## config.mk

```make
export PLATFORM = sky130hd
export DESIGN_NAME = operand_stage_flat
export DESIGN_NICKNAME = d
export VERILOG_FILES = /design/src/rtl/alu_pkg.sv /design/src/rtl/operand_stage_if.sv /design/src/rtl/reg_file_2r1w.sv /design/src/rtl/operand_stage.sv /design/src/flat_wrapper.sv
export SDC_FILE = /design/constraint.sdc
export NUM_CORES = 2
export LEC_CHECK = 0
export CAP_MARGIN = 15
export CORE_ASPECT_RATIO = 0.5
export CORE_MARGIN = 2
export CORE_UTILIZATION = 52
export DETAILED_ROUTE_END_ITERATION = 8
export GPL_ROUTABILITY_DRIVEN = 0
export HOLD_SLACK_MARGIN = 0.06
export PLACE_DENSITY = 0.69
export SLEW_MARGIN = 15
export SYNTH_ARGS = -nofsm -noshare
export SYNTH_HDL_FRONTEND = slang
export SYNTH_HIERARCHICAL = 1
export SYNTH_SLANG_ARGS = --single-unit
```

## constraint.sdc

```tcl
create_clock -name clk -period 6.5 [get_ports clk]
set_input_delay 0.65 -clock clk [delete_from_list [all_inputs] [get_ports clk]]
set_output_delay 0.65 -clock clk [all_outputs]
set_load 0.02 [all_outputs]
```

## src/rtl/alu_pkg.sv

```systemverilog
// ALU control codes, aluOp/funct encodings and the aluOp/funct decoder shared
// by the operand stage and the downstream ALU.
package alu_pkg;

  typedef enum logic [3:0] {
    ALU_AND = 4'b0000,
    ALU_OR  = 4'b0001,
    ALU_ADD = 4'b0010,
    ALU_SUB = 4'b0110
  } alu_ctrl_e;

  typedef enum logic [1:0] {
    ALUOP_MEM   = 2'b00,
    ALUOP_BEQ   = 2'b01,
    ALUOP_RTYPE = 2'b10,
    ALUOP_RSVD  = 2'b11
  } aluop_e;

  localparam logic [5:0] FUNCT_ADD = 6'b100000;
  localparam logic [5:0] FUNCT_SUB = 6'b100010;
  localparam logic [5:0] FUNCT_AND = 6'b100100;
  localparam logic [5:0] FUNCT_OR  = 6'b100101;

  typedef struct packed {
    logic      illegal;
    alu_ctrl_e code;
  } alu_dec_t;

  // Unsupported encodings fall back to ADD and raise the illegal flag.
  function automatic alu_dec_t alu_decode(input aluop_e op, input logic [5:0] funct);
    alu_dec_t d;
    d.illegal = 1'b0;
    d.code    = ALU_ADD;
    case (op)
      ALUOP_MEM: d.code = ALU_ADD;
      ALUOP_BEQ: d.code = ALU_SUB;
      ALUOP_RTYPE: begin
        case (funct)
          FUNCT_ADD: d.code = ALU_ADD;
          FUNCT_SUB: d.code = ALU_SUB;
          FUNCT_AND: d.code = ALU_AND;
          FUNCT_OR:  d.code = ALU_OR;
          default:   d.illegal = 1'b1;
        endcase
      end
      default: d.illegal = 1'b1;
    endcase
    return d;
  endfunction

endpackage

```

## src/rtl/operand_stage_if.sv

```systemverilog
// Instruction/writeback inputs and registered ALU operand outputs of operand_stage.
interface operand_stage_if #(
  parameter int unsigned DATA_W = 32,
  parameter int unsigned NREGS  = 32
);
  localparam int unsigned AW = $clog2(NREGS);

  logic              instrValid;
  logic [AW-1:0]     rs;
  logic [AW-1:0]     rt;
  logic [15:0]       imm16;
  logic [1:0]        aluOp;
  logic              aluSrc;
  logic              stall;
  logic              flush;
  logic              regWrite;
  logic [AW-1:0]     writeReg;
  logic [DATA_W-1:0] writeData;

  logic [DATA_W-1:0] readData1;
  logic [DATA_W-1:0] readData2;
  logic [DATA_W-1:0] saidaMusReg;
  logic [3:0]        aluControlOut;
  logic              opValid;
  logic              illegalOp;

  modport master (
    output instrValid, rs, rt, imm16, aluOp, aluSrc, stall, flush,
           regWrite, writeReg, writeData,
    input  readData1, readData2, saidaMusReg, aluControlOut, opValid, illegalOp
  );

  modport slave (
    input  instrValid, rs, rt, imm16, aluOp, aluSrc, stall, flush,
           regWrite, writeReg, writeData,
    output readData1, readData2, saidaMusReg, aluControlOut, opValid, illegalOp
  );
endinterface

```

## src/rtl/reg_file_2r1w.sv

```systemverilog
// NREGS x DATA_W register file: two async read ports, one sync write port,
// synchronous clear, register 0 hard-wired to zero.
module reg_file_2r1w #(
  parameter int unsigned DATA_W = 32,
  parameter int unsigned NREGS  = 32,
  localparam int unsigned AW    = $clog2(NREGS)
) (
  input  logic              clk,
  input  logic              rst_n,
  input  logic [AW-1:0]     raddr1,
  input  logic [AW-1:0]     raddr2,
  output logic [DATA_W-1:0] rdata1,
  output logic [DATA_W-1:0] rdata2,
  input  logic              we,
  input  logic [AW-1:0]     waddr,
  input  logic [DATA_W-1:0] wdata
);

  logic [DATA_W-1:0] regs [NREGS];

  always_ff @(posedge clk) begin
    if (!rst_n) begin
      for (int unsigned i = 0; i < NREGS; i++) regs[i] <= '0;
    end else if (we && waddr != '0) begin
      regs[waddr] <= wdata;
    end
  end

  assign rdata1 = (raddr1 == '0) ? '0 : regs[raddr1];
  assign rdata2 = (raddr2 == '0) ? '0 : regs[raddr2];

endmodule

```

## src/rtl/operand_stage.sv

```systemverilog
// Stage ahead of the ALU: register file read with writeback bypass, imm16
// sign extension, ALUSrc mux, ALU control decode and the ALU input register.
module operand_stage
  import alu_pkg::*;
#(
  parameter int unsigned DATA_W = 32,
  parameter int unsigned NREGS  = 32
) (
  input logic            clk,
  input logic            rst_n,
  operand_stage_if.slave bus
);

  logic [DATA_W-1:0] rf_a, rf_b;
  logic [DATA_W-1:0] op_a, op_b, imm_ext, mux_b;
  logic              byp_a, byp_b;
  alu_dec_t          dec;

  reg_file_2r1w #(
    .DATA_W (DATA_W),
    .NREGS  (NREGS)
  ) u_rf (
    .clk    (clk),
    .rst_n  (rst_n),
    .raddr1 (bus.rs),
    .raddr2 (bus.rt),
    .rdata1 (rf_a),
    .rdata2 (rf_b),
    .we     (bus.regWrite),
    .waddr  (bus.writeReg),
    .wdata  (bus.writeData)
  );

  // Write-through: a same-edge writeback wins over the stale array value.
  always_comb begin
    byp_a   = bus.regWrite && (bus.writeReg != '0) && (bus.writeReg == bus.rs);
    byp_b   = bus.regWrite && (bus.writeReg != '0) && (bus.writeReg == bus.rt);
    op_a    = byp_a ? bus.writeData : rf_a;
    op_b    = byp_b ? bus.writeData : rf_b;
    imm_ext = {{(DATA_W-16){bus.imm16[15]}}, bus.imm16};
    mux_b   = bus.aluSrc ? imm_ext : op_b;
    dec     = alu_decode(aluop_e'(bus.aluOp), bus.imm16[5:0]);
  end

  always_ff @(posedge clk) begin
    if (!rst_n || bus.flush) begin
      bus.readData1     <= '0;
      bus.readData2     <= '0;
      bus.saidaMusReg   <= '0;
      bus.aluControlOut <= ALU_ADD;
      bus.opValid       <= 1'b0;
      bus.illegalOp     <= 1'b0;
    end else if (!bus.stall) begin
      bus.readData1     <= op_a;
      bus.readData2     <= op_b;
      bus.saidaMusReg   <= mux_b;
      bus.aluControlOut <= dec.code;
      bus.opValid       <= bus.instrValid;
      bus.illegalOp     <= bus.instrValid & dec.illegal;
    end
  end

endmodule

```

## src/flat_wrapper.sv

```systemverilog
// flat-port wrapper written by rule: the top's interface ports become plain ports
module operand_stage_flat import alu_pkg::*;
#(
  parameter int unsigned DATA_W = 32,
  parameter int unsigned NREGS  = 32
)
  (clk, rst_n, bus_instrValid, bus_rs, bus_rt, bus_imm16, bus_aluOp, bus_aluSrc, bus_stall, bus_flush, bus_regWrite, bus_writeReg, bus_writeData, bus_readData1, bus_readData2, bus_saidaMusReg, bus_aluControlOut, bus_opValid, bus_illegalOp);
  operand_stage_if #(.DATA_W(DATA_W), .NREGS(NREGS)) bus_i ();
  input logic clk;
  input logic rst_n;
  input wire logic [$bits(bus_i.instrValid)-1:0] bus_instrValid;
  input wire logic [$bits(bus_i.rs)-1:0] bus_rs;
  input wire logic [$bits(bus_i.rt)-1:0] bus_rt;
  input wire logic [$bits(bus_i.imm16)-1:0] bus_imm16;
  input wire logic [$bits(bus_i.aluOp)-1:0] bus_aluOp;
  input wire logic [$bits(bus_i.aluSrc)-1:0] bus_aluSrc;
  input wire logic [$bits(bus_i.stall)-1:0] bus_stall;
  input wire logic [$bits(bus_i.flush)-1:0] bus_flush;
  input wire logic [$bits(bus_i.regWrite)-1:0] bus_regWrite;
  input wire logic [$bits(bus_i.writeReg)-1:0] bus_writeReg;
  input wire logic [$bits(bus_i.writeData)-1:0] bus_writeData;
  output wire logic [$bits(bus_i.readData1)-1:0] bus_readData1;
  output wire logic [$bits(bus_i.readData2)-1:0] bus_readData2;
  output wire logic [$bits(bus_i.saidaMusReg)-1:0] bus_saidaMusReg;
  output wire logic [$bits(bus_i.aluControlOut)-1:0] bus_aluControlOut;
  output wire logic [$bits(bus_i.opValid)-1:0] bus_opValid;
  output wire logic [$bits(bus_i.illegalOp)-1:0] bus_illegalOp;
  assign bus_i.instrValid = bus_instrValid;
  assign bus_i.rs = bus_rs;
  assign bus_i.rt = bus_rt;
  assign bus_i.imm16 = bus_imm16;
  assign bus_i.aluOp = bus_aluOp;
  assign bus_i.aluSrc = bus_aluSrc;
  assign bus_i.stall = bus_stall;
  assign bus_i.flush = bus_flush;
  assign bus_i.regWrite = bus_regWrite;
  assign bus_i.writeReg = bus_writeReg;
  assign bus_i.writeData = bus_writeData;
  assign bus_readData1 = bus_i.readData1;
  assign bus_readData2 = bus_i.readData2;
  assign bus_saidaMusReg = bus_i.saidaMusReg;
  assign bus_aluControlOut = bus_i.aluControlOut;
  assign bus_opValid = bus_i.opValid;
  assign bus_illegalOp = bus_i.illegalOp;
  operand_stage #(.DATA_W(DATA_W), .NREGS(NREGS)) u_core (.clk(clk), .rst_n(rst_n), .bus(bus_i));
endmodule
```

# Word level (Yosys, flattened, before mapping)
# Memories as Yosys holds them, arrays and structs flattened.
# Index checks and enable logic that the tools add are counted.
# classes
eq_ne	8
n_mux	16
bitwise_logic	1
n_reduce_logical	12
# ops
cell	count
$mux W32	6
$reduce_or A32 Y1	1
$eq A6 B6 Y1 const B	4
$eq A5 B5 Y1	2
$logic_not A5 Y1	2
$pmux W3 S3	1
$pmux W4 S2	1
$mux W1	6
$mux W5	1
$reduce_bool A5 Y1	1
$reduce_or A4 Y1	1
$logic_and A1 B1 Y1	3
$eq A2 B1 Y1 const B	1
$eq A2 B2 Y1 const B	1
$logic_not A2 Y1	1
$pmux W1 S2	1
$reduce_or A2 Y1	1
$and A1 B1 Y1	1
$logic_not A1 Y1	1
$logic_or A1 B1 Y1	1
# word_totals
regBits	102
ram_bits	1024
memories	1
# memory_table
memory	words	width	rd	rd_clocked_by_memory_dff	write_ports	line	rtl
u_core.u_rf.regs	32	32	2	0	32	reg_file_2r1w.sv:19	logic [DATA_W-1:0] regs [NREGS];

# Longest topological paths before layout
# logic_depth
depth_word	7
mapped_depth	12
ltp_nobuf	7

# Modules after synthesis
# The synthesis kept the hierarchy.
# modules_own_cells
module	n_inst	cells_each	area_per_inst_um2
reg_file_2r1w	1	3509	54204.5
operand_stage	1	670	5586.6

# Least setup slack after synthesis
# Ideal clock, no wire load.
# synth_path
kind	in2reg
start	input port rst_n
end	memory u_core.u_rf.regs[24][0], enable pin
arrival_ps	3720
setup_slack_ps	2314
path_stages	5
path_buffers	2
cell_sequence	buf_2 > nand2_1 > or3_1 > clkbuf_1 > o21ai_0
# synth_rtl
element	line	rtl
start, declared	flat_wrapper.sv:10	input logic rst_n;
end, declared	reg_file_2r1w.sv:19	

# Worst setup path in the final report
# layout_path
start	input port bus_rt[3]
end	register u_core.bus.saidaMusReg[7]
# layout_via
elab_chain_cells	4
elab_cells_between_ends	7
cone_classes	eq/ne: 1; mux: 3; reduce/logical: 2; memory: 1
# layout_lines
element	line	rtl
start, declared	flat_wrapper.sv:13	input wire logic [$bits(bus_i.rt)-1:0] bus_rt;
$mem_v2 Z32 W32 or $logic_not A5 Y1 (tied branches)	-	
$mux W32 (*)	reg_file_2r1w.sv:30	assign rdata2 = (raddr2 == '0) ? '0 : regs[raddr2];
net u_core.rf_b[7]	operand_stage.sv:14	logic [DATA_W-1:0] rf_a, rf_b;
$mux W32 (*)	operand_stage.sv:39	op_b = byp_b ? bus.writeData : rf_b;
$mux W32 (*)	operand_stage.sv:41	mux_b = bus.aluSrc ? imm_ext : op_b;
end signal, assigned	operand_stage.sv:56	bus.saidaMusReg <= mux_b;
end, declared	operand_stage_if.sv:36	output readData1, readData2, saidaMusReg, aluControlOut, opValid, illegalOp
# The timed path passes the listed nets; every way through them passes the cells marked *.
# A chain may end at the register's enable or synchronous reset.

==> reports/summary.txt <==
Area after detailed placement - 63,100 sq um
Number of vias per cell - 7.18
Failing checks - capacitance limit
Worst relative slew slack - 0.0258
Clock buffer depth - 3
Count of buffers added by post-CTS timing repair for setup - 0
Placed wire-length estimate - 129 mm
CTS tree - built
Fraction of synthesis flops using an asynchronous set or reset pin - 0
Series of cell instances along the critical path - clkdlybuf4s50_1, buf_4, nand3b_1, o22ai_1, a2111oi_1, nor3_1, o211ai_1, a31oi_1, a311o_1
Total number of vias - 41,400
Worst vdd ir - 0.194 mV
Final period utilization - 0.677
Hold-fix buffers, CTS - 0
Unique masters post-synth - 56
Post-Route Hold Slack - 454 ps
Endpoint arrival time on the critical path - 5020 ps
Delay of the slowest cell on the worst path - 1120 ps
Maximum clock frequency - 227 MHz
Combined global-route utilization of all metal layers - 0.355
Setup violators final - 0
Prevailing post-synth register cell - edfxtp_1
CORE AREA - 113,000 sq um
Number of top-level pins - 174
Setup CP Type - input pin to flip-flop
CTS sink cnt - 1,125
Effective utilization at floorplan - 0.528
Initial DRC Count - 7,130
Detailed-route wire length per cell - 36.7 microns
Clock-pin slew on the worst setup and hold paths - 70 ps
Drt first pass iters - 8
Die Span X - 484 microns
Synth Warn # - 6
Number of resized instances in the post-cts repair step - 0
Setup TNS - 0 ps
Gate count of the mapped netlist - 4,179
Transition time of the tightest slew-check pin - 1460 ps
Number of pins exceeding their max-slew limit in the final report - 0
Number of H-tree levels - 3
TritonCTS buffer count - 103
Worst clock skew on the final layout - 25.1 ps
Status - finished with violations
Register bit count reported by yosys - 1,125
Standby leakage power - 22.3 nW
Kind of capture point of the worst setup path - flip-flop
Count of input and output buffers - 172
Sum of overflow across all layers after global routing - 0
CP required - 7120 ps
Initial antenna violation count - 17
Sequential area share after synthesis - 0.548
Unrepaired setup endpoints after global routing - no
Post-route design area - 66,400 sq um
Final hold violations - 0
Area Growth Syn to Fin - 11.0%
Wire length reported by the detailed router - 212 mm
Synth Area per Inst - 14.3 sq um
Mapped cell area - 59,800 sq um
Count of filler cells inserted in the layout - 8,549
EDFF count, synth - 1,024
Clock latency of the later-clocked register in the worst-skew pair - 730 ps
Worst Hold Class - input pin to flip-flop
Critical-path cell with the highest stage delay - a2111oi_1
Cell row count - 87
Final worst path period need - 4400 ps
Global-route wire length before repair - 296 mm
Number of nets in the final layout - 4,233
Maximum number of pins on one net before global-route repair - 89
Startpoint class of the critical path - input pin
Ratio of cells with drive above 1 in the final layout - 0.211
Total Die Area - 118,000 sq um
Die outline height - 244 microns
Clock root cell - clkbuf_16
Largest driver fanout on the critical path - 15
Detailed-route DRC error count - 0
DRT antenna net count - 0
Total of max-cap violations - 1
Vias in the first global route - 40,000
Power per cell area - 255 nW/um^2
[path summary, 6_finish.rpt]
path                                                             start                                      end  slack (ps)  depth (start not counted)
worst min-delay path                                             rst_n   u_core/u_rf/regs[22][11]$_SDFFCE_PN0P_         450                          2
worst max-delay path                                         bus_rt[3]   u_core/bus.saidaMusReg[7]$_SDFFE_PP0N_        2100                          9
worst min register to register       u_core/bus.illegalOp$_SDFFE_PP0N_        u_core/bus.illegalOp$_SDFFE_PP0N_         490                          2
worst max register to register  u_core/u_rf/regs[15][26]$_SDFFCE_PN0P_  u_core/bus.saidaMusReg[26]$_SDFFE_PP0N_        3250                          7
[kinds of logic (layout without fill, tap and decap cells)]
group           Yosys count  count (layout)  synth area share
mux                     655             655             0.209
fa+ha+maj                 3               3          0.000628
simple gates           1247            1247             0.125
other cells               2              47          0.000126
xor+xnor                 10              10           0.00146
compound gates          650             650            0.0792
buf+inv                 487             519            0.0372
flops                  1125            1125             0.548
[synth_stat cells, drive strengths merged (4+ instances only)]
cell,n,area share
edfxtp,1024,0.51
and2,996,0.10
mux4,470,0.18
clkbuf,349,0.022
mux2i,155,0.026
buf,133,0.015
dfxtp,101,0.034
a211oi,99,0.012
o21ai,99,0.0083
nor2,86,0.0054
o22ai,79,0.0083
a311oi,64,0.0094
nor3,56,0.0047
a22o,51,0.0075
a21oi,34,0.0028
nand2,34,0.0021
a31oi,33,0.0035
o21a,32,0.0040
a311o,31,0.0052
o211ai,31,0.0039
mux2,30,0.0057
a2111oi,29,0.0045
a22oi,27,0.0034
o221ai,27,0.0040
nor2b,18,0.0019
nand3,14,0.0012
xor2,10,0.0015
nand2b,8,0.00084
nor4,8,0.00084
and3,6,0.00063
inv,5,0.00031
nand3b,5,0.00063
a32o,4,0.00067
[report_power, final]
| part | leakage (nW) | total, mW | internal [mW] | switching (mW) |
|---|---|---|---|---|
| combinational | 10.1 | 2.30 | 0.885 | 1.42 |
| sequential | 10.6 | 8.52 | 8.28 | 0.239 |
| clock | 1.58 | 6.09 | 3.31 | 2.78 |
[per-layer routing]
| metal | vias up | wire length (microns) | global-route usage | part of all wire |
|---|---|---|---|---|
| met4 | 6 | 8390 | 0.128 | 0.040 |
| met1 | 21100 | 76300 | 0.482 | 0.36 |
| met3 | 523 | 37000 | 0.157 | 0.17 |
| met2 | 3615 | 89900 | 0.506 | 0.43 |
| met5 | - | 41 | 0 | 0.00019 |
| li1 | 16200 | - | - | - |
[flip-flops by register name, summed over array words and instances (netlist names)]
| register | cells |
|---|---|
| u_core/bus.aluControlOut | 3 |
| u_core/bus.saidaMusReg | 32 |
| u_core/bus.opValid | 1 |
| u_core/bus.illegalOp | 1 |
| u_core/bus.readData1 | 32 |
| u_core/bus.readData2 | 32 |
| u_core/u_rf/regs | 1024 |
[final cells by class]
type                       instances  area, sq um  share of cell area
antenna                           14         35.0            0.000528
clock buffer                     131         2770              0.0417
tap                             1513         1890              0.0285
clock inverter                    58          475             0.00716
inverter                           5         21.3            0.000320
timing repair buffer             325         2940              0.0442
multi-input combinational       2598        25500               0.384
sequential                      1125        32800               0.494
[critical path: cells and delay by family]
family	cells	cell delay [ps]
AND/OR/NAND/NOR	2	1180
buffers and inverters	2	1310
AO/OA/AOI/OAI	5	1850
[cell usage in the layout (no fill, tap or decap), types with 68 or more instances in the layout]
| cell | netlist | final |
|---|---|---|
| a211oi_1 | 99 | 99 |
| and2_1 | 996 | 995 |
| buf_4 | 39 | 144 |
| clkbuf_16 | 0 | 106 |
| clkdlybuf4s50_1 | 0 | 151 |
| dfxtp_1 | 101 | 101 |
| edfxtp_1 | 1024 | 1024 |
| mux2i_1 | 155 | 155 |
| mux4_2 | 470 | 470 |
| o21ai_0 | 99 | 68 |
| o22ai_1 | 79 | 79 |
[per-stage QoR]
stage | power (mW) | setup WS (ps) | cells | util
after floorplan | 9.93 | 2310 | 4210 | -
after CTS | 16.8 | 2590 | 5753 | 0.586
after detailed placement | 10.9 | 1810 | 5564 | 0.557
after global placement | 10.8 | 1320 | 5562 | 0.557
after global routing | 17.3 | 2240 | 5762 | 0.586
final | 16.9 | 2100 | 5769 | 0.586
Power figures use the tool's default switching activity.
